`config.mk`:
```
export PLATFORM = sky130hd
export DESIGN_NAME = bus_arbiter_2m
export DESIGN_NICKNAME = d
export VERILOG_FILES = /design/src/rtl/bus_arbiter_2m.sv
export SDC_FILE = /design/constraint.sdc
export NUM_CORES = 1
export LEC_CHECK = 0
export ABC_AREA = 1
export ABC_CLOCK_PERIOD_IN_PS = 3700
export CORE_AREA = 2 2 136 138
export DETAILED_ROUTE_END_ITERATION = 7
export DIE_AREA = 0 0 138 140
export DONT_BUFFER_PORTS = 1
export PLACE_DENSITY_LB_ADDON = 0.08
export SYNTH_ARGS = -nofsm -noshare
export SYNTH_HDL_FRONTEND = slang
export SYNTH_SLANG_ARGS = --single-unit
```
`constraint.sdc`:
```
create_clock -name clk -period 3.7 [get_ports clk]
set_input_delay 0.925 -clock clk [delete_from_list [all_inputs] [get_ports clk]]
set_output_delay 0.925 -clock clk [all_outputs]
set_load 0.02 [all_outputs]
```
`src/rtl/bus_arbiter_2m.sv`:
```
// Two-master round-robin arbiter for a single memory bus. Each grant is held to
// completion, followed by a mandatory idle (GAP) cycle. Unanswered accesses are
// ended by a timeout that returns an error word and records the address.
module bus_arbiter_2m #(
    parameter int          TIMEOUT_CYCLES = 16,
    parameter logic [31:0] ERR_RDATA      = 32'hDEAD_BEEF
) (
    input  logic        clk,
    input  logic        reset,
    input  logic        m0_valid,
    input  logic        m0_instr,
    input  logic [31:0] m0_addr,
    input  logic [3:0]  m0_wstrb,
    input  logic [31:0] m0_wdata,
    output logic        m0_ready,
    output logic [31:0] m0_rdata,
    input  logic        m1_valid,
    input  logic        m1_instr,
    input  logic [31:0] m1_addr,
    input  logic [3:0]  m1_wstrb,
    input  logic [31:0] m1_wdata,
    output logic        m1_ready,
    output logic [31:0] m1_rdata,
    output logic        mem_valid,
    output logic        mem_instr,
    output logic [31:0] mem_addr,
    output logic [3:0]  mem_wstrb,
    output logic [31:0] mem_wdata,
    input  logic        mem_ready,
    input  logic [31:0] mem_rdata,
    output logic        grant,
    output logic        bus_err,
    output logic [31:0] err_addr,
    input  logic        err_clr
);

    typedef enum logic [1:0] {
        S_IDLE = 2'd0,
        S_BUSY = 2'd1,
        S_GAP  = 2'd2
    } state_t;

    localparam logic [7:0] CNT_LAST = 8'(TIMEOUT_CYCLES - 1);

    state_t      r_state;
    state_t      w_state_next;
    logic        r_grant;
    logic        w_grant_next;
    logic [7:0]  r_cnt;
    logic        r_bus_err;
    logic [31:0] r_err_addr;
    logic [31:0] r_m0_rdata;
    logic [31:0] r_m1_rdata;
    logic        w_busy;
    logic        w_done;
    logic        w_timeout;
    logic [31:0] w_rsp_data;

    always_comb begin
        w_state_next = r_state;
        w_grant_next = r_grant;
        w_done       = 1'b0;
        w_timeout    = 1'b0;
        case (r_state)
            S_IDLE: begin
                if (m0_valid || m1_valid) begin
                    w_state_next = S_BUSY;
                    // On a tie the master that did not hold the last grant wins
                    if (m0_valid && m1_valid) begin
                        w_grant_next = ~r_grant;
                    end else begin
                        w_grant_next = m1_valid;
                    end
                end
            end
            S_BUSY: begin
                if (mem_ready) begin
                    w_done       = 1'b1;
                    w_state_next = S_GAP;
                end else if (r_cnt == CNT_LAST) begin
                    w_done       = 1'b1;
                    w_timeout    = 1'b1;
                    w_state_next = S_GAP;
                end
            end
            S_GAP: begin
                w_state_next = S_IDLE;
            end
            default: begin
                w_state_next = S_IDLE;
            end
        endcase
    end

    assign w_busy     = (r_state == S_BUSY);
    assign w_rsp_data = mem_ready ? mem_rdata : ERR_RDATA;

    assign mem_valid = w_busy;
    assign mem_instr = w_busy & (r_grant ? m1_instr : m0_instr);
    assign mem_addr  = w_busy ? (r_grant ? m1_addr  : m0_addr)  : 32'h0;
    assign mem_wstrb = w_busy ? (r_grant ? m1_wstrb : m0_wstrb) : 4'h0;
    assign mem_wdata = w_busy ? (r_grant ? m1_wdata : m0_wdata) : 32'h0;

    assign m0_ready = w_done & ~r_grant;
    assign m1_ready = w_done &  r_grant;
    assign m0_rdata = m0_ready ? w_rsp_data : r_m0_rdata;
    assign m1_rdata = m1_ready ? w_rsp_data : r_m1_rdata;

    assign grant    = r_grant;
    assign bus_err  = r_bus_err;
    assign err_addr = r_err_addr;

    always_ff @(posedge clk or posedge reset) begin
        if (reset) begin
            r_state    <= S_IDLE;
            r_grant    <= 1'b1;
            r_cnt      <= 8'd0;
            r_bus_err  <= 1'b0;
            r_err_addr <= 32'h0;
            r_m0_rdata <= 32'h0;
            r_m1_rdata <= 32'h0;
        end else begin
            r_state <= w_state_next;
            r_grant <= w_grant_next;
            r_cnt   <= (w_busy && !w_done) ? r_cnt + 8'd1 : 8'd0;
            if (m0_ready) begin
                r_m0_rdata <= w_rsp_data;
            end
            if (m1_ready) begin
                r_m1_rdata <= w_rsp_data;
            end
            // A timeout overrides a simultaneous clear and reloads the address
            if (w_timeout) begin
                r_bus_err <= 1'b1;
                if (!r_bus_err || err_clr) begin
                    r_err_addr <= mem_addr;
                end
            end else if (err_clr) begin
                r_bus_err  <= 1'b0;
                r_err_addr <= 32'h0;
            end
        end
    end

endmodule

```
## Yosys cells after proc, flatten, opt, wreduce, memory -nomap -nowiden

Cells that the tools add are included.

| operators by class | value |
|---|---|
| div/mod/pow operators | 0 |
| $add $sub $neg | 1 |
| reductions and logical operators | 11 |
| mux-type cells | 26 |
| equal/unequal tests | 5 |
| bitwise logic cells | 4 |
| multipliers | 0 |
| shift operators | 0 |
| $lt $le $gt $ge | 0 |

Operators with widths:

| operator | count |
|---|---|
| two-way mux 32 bit | 10 |
| two-way mux 1 bit | 9 |
| adder 8 x 1 -> 8 bit, second input constant | 1 |
| equality test 8 x 4 -> 1 bit, second input constant | 1 |
| two-way mux 4 bit | 2 |
| two-way mux 8 bit | 1 |
| two-way mux 2 bit | 3 |
| AND reduction 2 bit | 3 |
| case mux 2 bit (2 select lines) | 1 |
| AND 1 bit | 3 |
| inequality test 3 x 2 -> 1 bit, second input constant | 1 |
| equality test 2 x 1 -> 1 bit, second input constant | 1 |
| logical AND 1 bit | 2 |
| logical NOT 1 bit | 2 |
| logical NOT 2 bit | 1 |
| logical OR 1 bit | 2 |
| inequality test 2 x 1 -> 1 bit, second input constant | 1 |
| inequality test 2 bit, second input constant | 1 |
| nonzero test 2 bit | 1 |
| NOT 1 bit | 1 |

| word-level totals | value |
|---|---|
| memories kept | 0 |
| word-level logic and storage cells | 54 |
| input bits | 176 |
| bits in registers | 108 |
| RAM bits | 0 |
| ROM bits | 0 |
| bits in latches | 0 |

## Depth between registers and ports, before layout

Gate-level depths: netlist of run 1.

| logic depth | value |
|---|---|
| word-level depth | 7 |
| mapped depth | 10 |
| mapped depth without buffers | 7 |

## Worst setup path after synthesis of run 1

Ideal clock, no wire load.

| path | value |
|---|---|
| path kind | input to output |
| start | input mem_ready |
| end | output m0_rdata[11] |
| stages | 6 |
| buffers on the path | 3 |
| data arrival time | 1828 ps |
| slack | 947 ps |
| path through | clkbuf_1 -> o21bai_4 -> buf_6 -> buf_6 -> nand4_1 -> nand2_1 |

| on the way | value |
|---|---|
| longest elaborated chain between the ends | 4 |
| elaborated cells on any way between the ends | 5 |
| classes of those cells | 4 x mux; 1 x bitwise |

RTL lines:

| what | line | source |
|---|---|---|
| from (decl) | 29 | `input logic mem_ready,` |
| two-way mux 1 bit | 77 | `if (mem_ready) begin` |
| two-way mux 1 bit | 64 | `case (r_state)` |
| AND 1 bit | 104 | `assign m0_ready = w_done & ~r_grant;` |
| two-way mux 32 bit (*) | -- |  |
| to (decl) | 16 | `output logic [31:0] m0_rdata,` |

Mark *: on every way between the ends. The rest lies on a longest branch, timed or not.

## Worst setup path in the final report of run 1

| path | value |
|---|---|
| start | register r_cnt[0] |
| end | output m1_rdata[31] |

| on the way | value |
|---|---|
| longest elaborated chain between the ends | 6 |

RTL lines:

| what | line | source |
|---|---|---|
| from (decl) | 49 | `logic [7:0] r_cnt;` |
| from (signal assigned) | 125 | `r_cnt <= (w_busy && !w_done) ? r_cnt + 8'd1 : 8'd0;` |
| equality test 8 x 4 -> 1 bit | 80 | `end else if (r_cnt == CNT_LAST) begin` |
| two-way mux 1 bit | 80 |  |
| two-way mux 1 bit | 77 |  |
| two-way mux 1 bit | 64 |  |
| AND 1 bit | 105 | `assign m1_ready = w_done & r_grant;` |
| two-way mux 32 bit | -- |  |
| to (decl) | 23 | `output logic [31:0] m1_rdata,` |

No other way between the ends.

==> results of run 1 <==
## sequential cells by signal, summed over array words and instances (netlist names)
| signal | cells |
|---|---|
| bus_err | 1 |
| r_cnt | 8 |
| err_addr | 32 |
| r_m1_rdata | 32 |
| r_state | 2 |
| r_m0_rdata | 32 |
| grant | 1 |
## power by group
group          total [uW]  switching (uW)  internal (uW)
registers            1640             104           1540
logic                3190            2590            601
clock network        1000             456            549
total                5840            3150           2690
## layout by cell type (no fill, tap or decap), types with 2 or more instances in the layout
master	netlist	layout
clkbuf_16	0	9
nand4_1	65	65
buf_4	6	13
nor2_1	13	13
xor2_1	3	3
nand3_2	3	3
nand2_1	406	406
o21ai_0	2	2
dfrtp_1	107	107
nand3_1	67	67
buf_12	0	9
inv_1	76	74
a21oi_1	39	39
clkinvlp_4	0	2
inv_6	0	2
clkinv_2	0	3
## metrics by stage
stage	util (%)	power, uW
after floorplan	-	4080
after global placement	35.0	4870
after detailed placement	35.0	4890
after CTS	36.7	5920
after global routing	36.7	6250
final	36.7	5840
## layout make-up
type	count	area (sq um)	area share [%]
clock inverters	6	68.8	1.05
clock buffers	10	239	3.66
multi-input cells	606	2650	40.5
flip-flops and latches	108	2710	41.5
inverters	78	299	4.58
well taps	229	287	4.39
repair buffers	22	278	4.26
## cells by family (layout without fill, tap and decap cells)
logic type,Yosys count,count (layout),synth area share [%]
buffers and inverters,144,116,10.6
XOR/XNOR,4,4,0.586
AND/OR/NAND/NOR,557,557,39.5
flip-flops,108,108,45.2
AO/OA/AOI/OAI,44,44,3.93
adder cells (fa/ha/maj),1,1,0.209
## synth_stat cells, types with 6 or more instances
library cell	n	area (sq um)
a21oi_1	39	195
buf_1	14	52.6
buf_2	20	100
buf_4	6	45.0
buf_6	6	67.6
clkbuf_1	20	75.1
dfrtp_1	107	2680
inv_1	76	285
nand2_1	406	1520
nand3_1	67	335
nand4_1	65	407
nor2_1	13	48.8
## final timing paths
| kind | to | start | cells after the start | slack [ns] |
|---|---|---|---|---|
| hold / removal | r_cnt[0]$_DFF_PP0_ | r_cnt[0]$_DFF_PP0_ | 1 | 0.46 |
| hold reg to reg | r_cnt[0]$_DFF_PP0_ | r_cnt[0]$_DFF_PP0_ | 1 | 0.46 |
| max in group asynchronous | r_m1_rdata[17]$_DFF_PP0_ | reset | 2 | 2.21 |
| min in group asynchronous | r_m0_rdata[6]$_DFF_PP0_ | reset | 1 | 0.63 |
| setup reg to reg | r_m1_rdata[31]$_DFF_PP0_ | r_cnt[0]$_DFF_PP0_ | 6 | 1.47 |
| setup / recovery | m1_rdata[31] | r_cnt[0]$_DFF_PP0_ | 6 | 0.28 |
## critical path: cells and delay by family, from the launching register on
kind	cells	cell delay [ns]
buffers and inverters	1	0.53
and+or+nand+nor	3	0.63
AOI/OAI and AO/OA	1	0.35
adders and majority gates	1	0.23
DFF	1	0.37
## layer usage
layer	global-route usage, %	vias to the layer above
met2	38.4	254
li1	-	2640
met4	7.14	0
met3	7.01	17
met5	0	-
met1	25.2	2614
==> metrics.md, run 1 <==
| Metric | Value |
|---|---|
| CTS buffer count | `9` |
| Async S/R FF share, synth | `100%` |
| Sequential element share of the synthesized area | `45.2%` |
| Antenna viol nets, final | `0` |
| Post_cts resized | `0` |
| Hold WS | `0.461 ns` |
| Post-route cell area | `0.00652 sq mm` |
| Final HPWL DP | `16100 microns` |
| Syn. warnings | `0` |
| Fmax achieved | `292 MHz` |
| Clock root buffer | `clkbuf_16` |
| CP cell instances | `ha_1 -> nand3_2 -> o21bai_4 -> buf_4 -> nand4_1 -> nand2_1` |
| Max-slew headroom | `34.7%` |
| Tmin final | `3.42 ns` |
| Nets | `1002` |
| Crit-path max FO | `55` |
| Max cap viols | `0` |
| Static Leak | `0.00372 uW` |
| Die Wd | `138 microns` |
| DRC viols | `0` |
| Layout cells sized above 1 | `5.90%` |
| CTS H-tree lvls | `3` |
| Max Slew Vio Count | `0` |
| Setup slack after layout | `0.281 ns` |
| WS Path Type | `flop to output port` |
| Num ports | `346` |
| Worst setup SP type | `flop` |
| Fin crit share | `92.4%` |
| Arrival time of the worst setup path | `2.49 ns` |
| GPL Wtd Cong | `0.920` |
| Die height | `140 microns` |
| GR Overflow Total | `0` |
| Starting Density | `33.6%` |
| Reg clk slew, reported paths | `0.07 ns` |
| Max stage delay on crit path | `0.53 ns` |
| Highest metal used | `met4` |
| First-pass GRT wire length | `32500 microns` |
| DP Area | `0.00622 sq mm` |
| M1 WL | `8140 microns` |
| Core Rows | `49` |
| Vias in the first global route | `5343` |
| Ant diodes | `0` |
| Synth cell types | `25` |
| Critical path required time | `2.77 ns` |
| Met3 wire len | `1850 microns` |
| RSZ-0062 raised after global routing | `no` |
| Cells after Synth | `858` |
| Post-Layout Cell Count | `1059` |
| Final WL | `21500 microns` |
| Synth Register Bits | `108` |
| Largest net degree at the start of global routing | `106` |
| Drt pass-1 iters | `5` |
| Hold Path Class | `flop to flop` |
| Routed length on met2 | `11100 microns` |
| PortBufs | `0` |
| Worst-Skew Late Latency | `0.36 ns` |
| Synthesized area | `0.00598 sq mm` |
| Initial antenna violation count | `0` |
| Setup Buffers After CTS | `0` |
| Clk_skew | `0.0116 ns` |
| Place WS | `0.649 ns` |
| CTS hold repair buffers | `0` |
| CTS tree | `built` |
| Syn_nets | `1035` |
| Slowest cell on the critical path | `buf_4` |
| Final setup violating endpoints | `0` |
| Area Growth Syn to Fin | `9.06%` |
| Setup TNS | `0 ns` |
| Synthesized area per cell | `6.97 sq um` |
| Power Dens Cells | `895 mW/mm^2` |
| Core ar. | `0.0178 sq mm` |
| GRT Total Usage | `21.8%` |
| Peak supply drop | `0.321 mV` |
| Worst setup EP type | `output port` |
| Filler Cells Inserted | `1940` |
| EDFF count, synth | `0` |
| WL/cell | `20.3 microns` |
| Clock sink total | `108` |
| Placed Cells | `1043` |
| Main flop type after synthesis | `dfrtp_1` |
| Overall die area | `0.0193 sq mm` |
| Slew @ Worst Pin | `0.977 ns` |
| Via count | `5525` |
| Status | `finished clean` |
| Vias per cell | `5.22` |
| Final Hold Viols | `0` |
| Bufs on Longest Clock Path | `2` |
| Initial DRC count | `348` |
(Power assumes the default switching activity.)
==> inputs of run 2 (changes only) <==
--- a/config.mk
+++ b/config.mk
@@ -8,6 +8,6 @@
 export ABC_AREA = 1
-export ABC_CLOCK_PERIOD_IN_PS = 3700
-export CORE_AREA = 2 2 136 138
+export ABC_CLOCK_PERIOD_IN_PS = 4050
+export CORE_AREA = 2 2 132 134
 export DETAILED_ROUTE_END_ITERATION = 7
-export DIE_AREA = 0 0 138 140
+export DIE_AREA = 0 0 134 136
 export DONT_BUFFER_PORTS = 1
==> constraint.sdc (replaced) <==
create_clock -name clk -period 4.05 [get_ports clk]
set_input_delay 0.81 -clock clk [delete_from_list [all_inputs] [get_ports clk]]
set_output_delay 0.81 -clock clk [all_outputs]
set_load 0.02 [all_outputs]
==> run 2 against run 1 <==
Compared with the run above: flip-flop and latch count unchanged; routed wire length down 1.2%; non-clock buffer count down 7; setup slack better by 0.68 ns; sequential share of layout area up 1.0 points; via count down 1.6%; global-route usage up 0.83 points; cell count down 1.0%; first-iteration DRC count down 5.7%; clock skew up 0.0037 ns; clock power down 8%; critical path type unchanged; core utilization up 1.0 points.
==> metrics.md, run 2 (synthesized netlist as in run 1, its figures left out) <==
| Metric | Value |
|---|---|
| Status | `finished clean` |
| Worst setup EP type | `output port` |
| Filler Cells Inserted | `1821 (-6.1%)` |
| Layout cells sized above 1 | `5.10% (-0.80 points)` |
| Critical path required time | `3.24 ns (+0.47 ns)` |
| Hold Path Class | `flop to flop` |
| CTS hold repair buffers | `0 (unchanged)` |
| WS Path Type | `flop to output port` |
| Die Wd | `134 microns (-2.9%)` |
| Bufs on Longest Clock Path | `2 (unchanged)` |
| Starting Density | `35.4% (+1.8 points)` |
| Via count | `5439 (-1.6%)` |
| Worst setup SP type | `flop` |
| Nets | `995 (-0.70%)` |
| CTS H-tree lvls | `3 (unchanged)` |
| Final WL | `21300 microns (-1.2%)` |
| PortBufs | `0 (unchanged)` |
| Slowest cell on the critical path | `a21oi_1` |
| Clk_skew | `0.0153 ns (+0.00367 ns)` |
| WL/cell | `20.3 microns (-0.11%)` |
| First-pass GRT wire length | `31200 microns (-3.8%)` |
| Clock sink total | `108 (unchanged)` |
| Num ports | `346 (unchanged)` |
| Commonest cells after routing, fill and taps aside | `406 x nand2_1, 107 x dfrtp_1, 74 x inv_1` |
| Core ar. | `0.0169 sq mm (-5.1%)` |
| Vias per cell | `5.19 (-0.52%)` |
| Peak supply drop | `0.434 mV (+35%)` |
| CTS buffer count | `9 (unchanged)` |
| DRC viols | `0 (unchanged)` |
| Cells on worst reg2reg path | `8 (+2)` |
| Crit-path max FO | `105 (+91%)` |
| Power Dens Cells | `816 mW/mm^2 (-8.9%)` |
| Initial antenna violation count | `0 (unchanged)` |
| FF+latch area | `0.00271 sq mm (unchanged)` |
| Drt pass-1 iters | `4 (-1)` |
| Setup Buffers After CTS | `0 (unchanged)` |
| CP cell instances | `buf_12 -> nand2_1 -> a21oi_1` |
| Setup TNS | `0 ns (unchanged)` |
| Fin crit share | `76.3%` |
| GR Overflow Total | `0 (unchanged)` |
| Overall die area | `0.0182 sq mm (-5.7%)` |
| Tmin final | `3.09 ns` |
| GPL Wtd Cong | `0.961 (+4.4%)` |
| Final HPWL DP | `15800 microns (-1.7%)` |
| Clock root buffer | `clkbuf_16` |
| Area taken by multi-input logic gates | `0.00265 sq mm (unchanged)` |
| Arrival time of the worst setup path | `2.28 ns (-0.21 ns)` |
| Max stage delay on crit path | `0.77 ns (+0.24 ns)` |
| Area Growth Syn to Fin | `6.42%` |
| Post_cts resized | `0 (unchanged)` |
| Static Leak | `0.00367 uW (-1.5%)` |
| Fmax achieved | `324 MHz` |
| Vias in the first global route | `5245 (-1.8%)` |
| Max cap viols | `0 (unchanged)` |
| R2r setup slk | `1.87 ns (+0.40 ns)` |
| RSZ-0062 raised after global routing | `no` |
| Antenna viol nets, final | `0 (unchanged)` |
| Core Util, Final | `37.7% (+1.0 points)` |
| Max-slew headroom | `31.0% (-3.7 points)` |
| CTS tree | `built` |
| Commonest non-fill, non-tap cell in the layout | `nand2_1` |
| Core Rows | `48 (-2.0%)` |
| Slew @ Worst Pin | `1.03 ns (+0.0574 ns)` |
| Final Hold Viols | `0 (unchanged)` |
| Largest net degree at the start of global routing | `106 (unchanged)` |
| Hold depth | `1 (unchanged)` |
| Initial DRC count | `328 (-5.7%)` |
| GRT Total Usage | `22.6% (+0.83 points)` |
| Die height | `136 microns (-2.9%)` |
| Worst-Skew Late Latency | `0.36 ns (about the same)` |
| Reg clk slew, reported paths | `0.07 ns (about the same)` |
| Ant diodes | `0 (unchanged)` |
| Final setup violating endpoints | `0 (unchanged)` |
| Max Slew Vio Count | `0 (unchanged)` |
==> run 2: changes by cell type in the layout (fill, tap and decap cells not counted) <==
cell        change
buf_4           +1
clkinvlp_4      -2
clkbuf_8        -1
inv_4           +1
buf_12          -8
inv_6           -2
inv_8           +2
clkinv_4        +2
==> run 2: worst max-delay path, delay by kind of cell (launching register included) <==
kind	cells	cell delay [ns]
AO/OA/AOI/OAI	1	0.77
AND/OR/NAND/NOR	1	0.11
flip-flops	1	0.64
buffers and inverters	1	0.35
==> run 2: layout make-up <==
type	count	area share, %
Tap cell	225	4.42
Inverter	78	4.68
Timing Repair Buffer	15	1.97
Sequential cell	108	42.5
Multi-Input combinational cell	606	41.5
Clock buffer	9	3.54
Clock inverter	7	1.32
==> run 2: metrics by stage <==
step	worst slack [ns]	hold WS (ns)	instances	total power [uW]	instance area, sq um
final	0.961	0.458	1048	5190	6370
after global routing	0.789	0.493	1048	5540	6370
after CTS	0.950	0.462	1048	5250	6370
after detailed placement	1.27	0.452	1032	4310	6060
after global placement	1.31	0.444	1032	4280	6060
after floorplan	0.396	0.433	858	3730	5980
==> run 2: worst paths after layout <==
kind	from	endpoint
min in group asynchronous	reset	r_m0_rdata[10]$_DFF_PP0_
max	grant$_DFFE_PP1P_	mem_wdata[30]
max reg2reg	grant$_DFFE_PP1P_	err_addr[0]$_DFFE_PP0P_
min	r_cnt[0]$_DFF_PP0_	r_cnt[0]$_DFF_PP0_
min reg2reg	r_cnt[0]$_DFF_PP0_	r_cnt[0]$_DFF_PP0_
max in group asynchronous	reset	r_m1_rdata[27]$_DFF_PP0_
==> run 2: per-layer routing <==
metal	track usage [%]	part of all wire, %	vias to the layer above
met5	0	0	-
met1	24.1	36	2546
li1	-	-	2618
met3	7.46	8.9	26
met4	8.69	3.2	0
met2	41.5	52	249
==> run 2: report_power, final <==
| part | internal, uW | switching, uW | leakage, uW |
|---|---|---|---|
| registers | 1410 | 95.5 | 0.00140 |
| logic | 439 | 2330 | 0.00212 |
| clock network | 491 | 429 | 0.000153 |
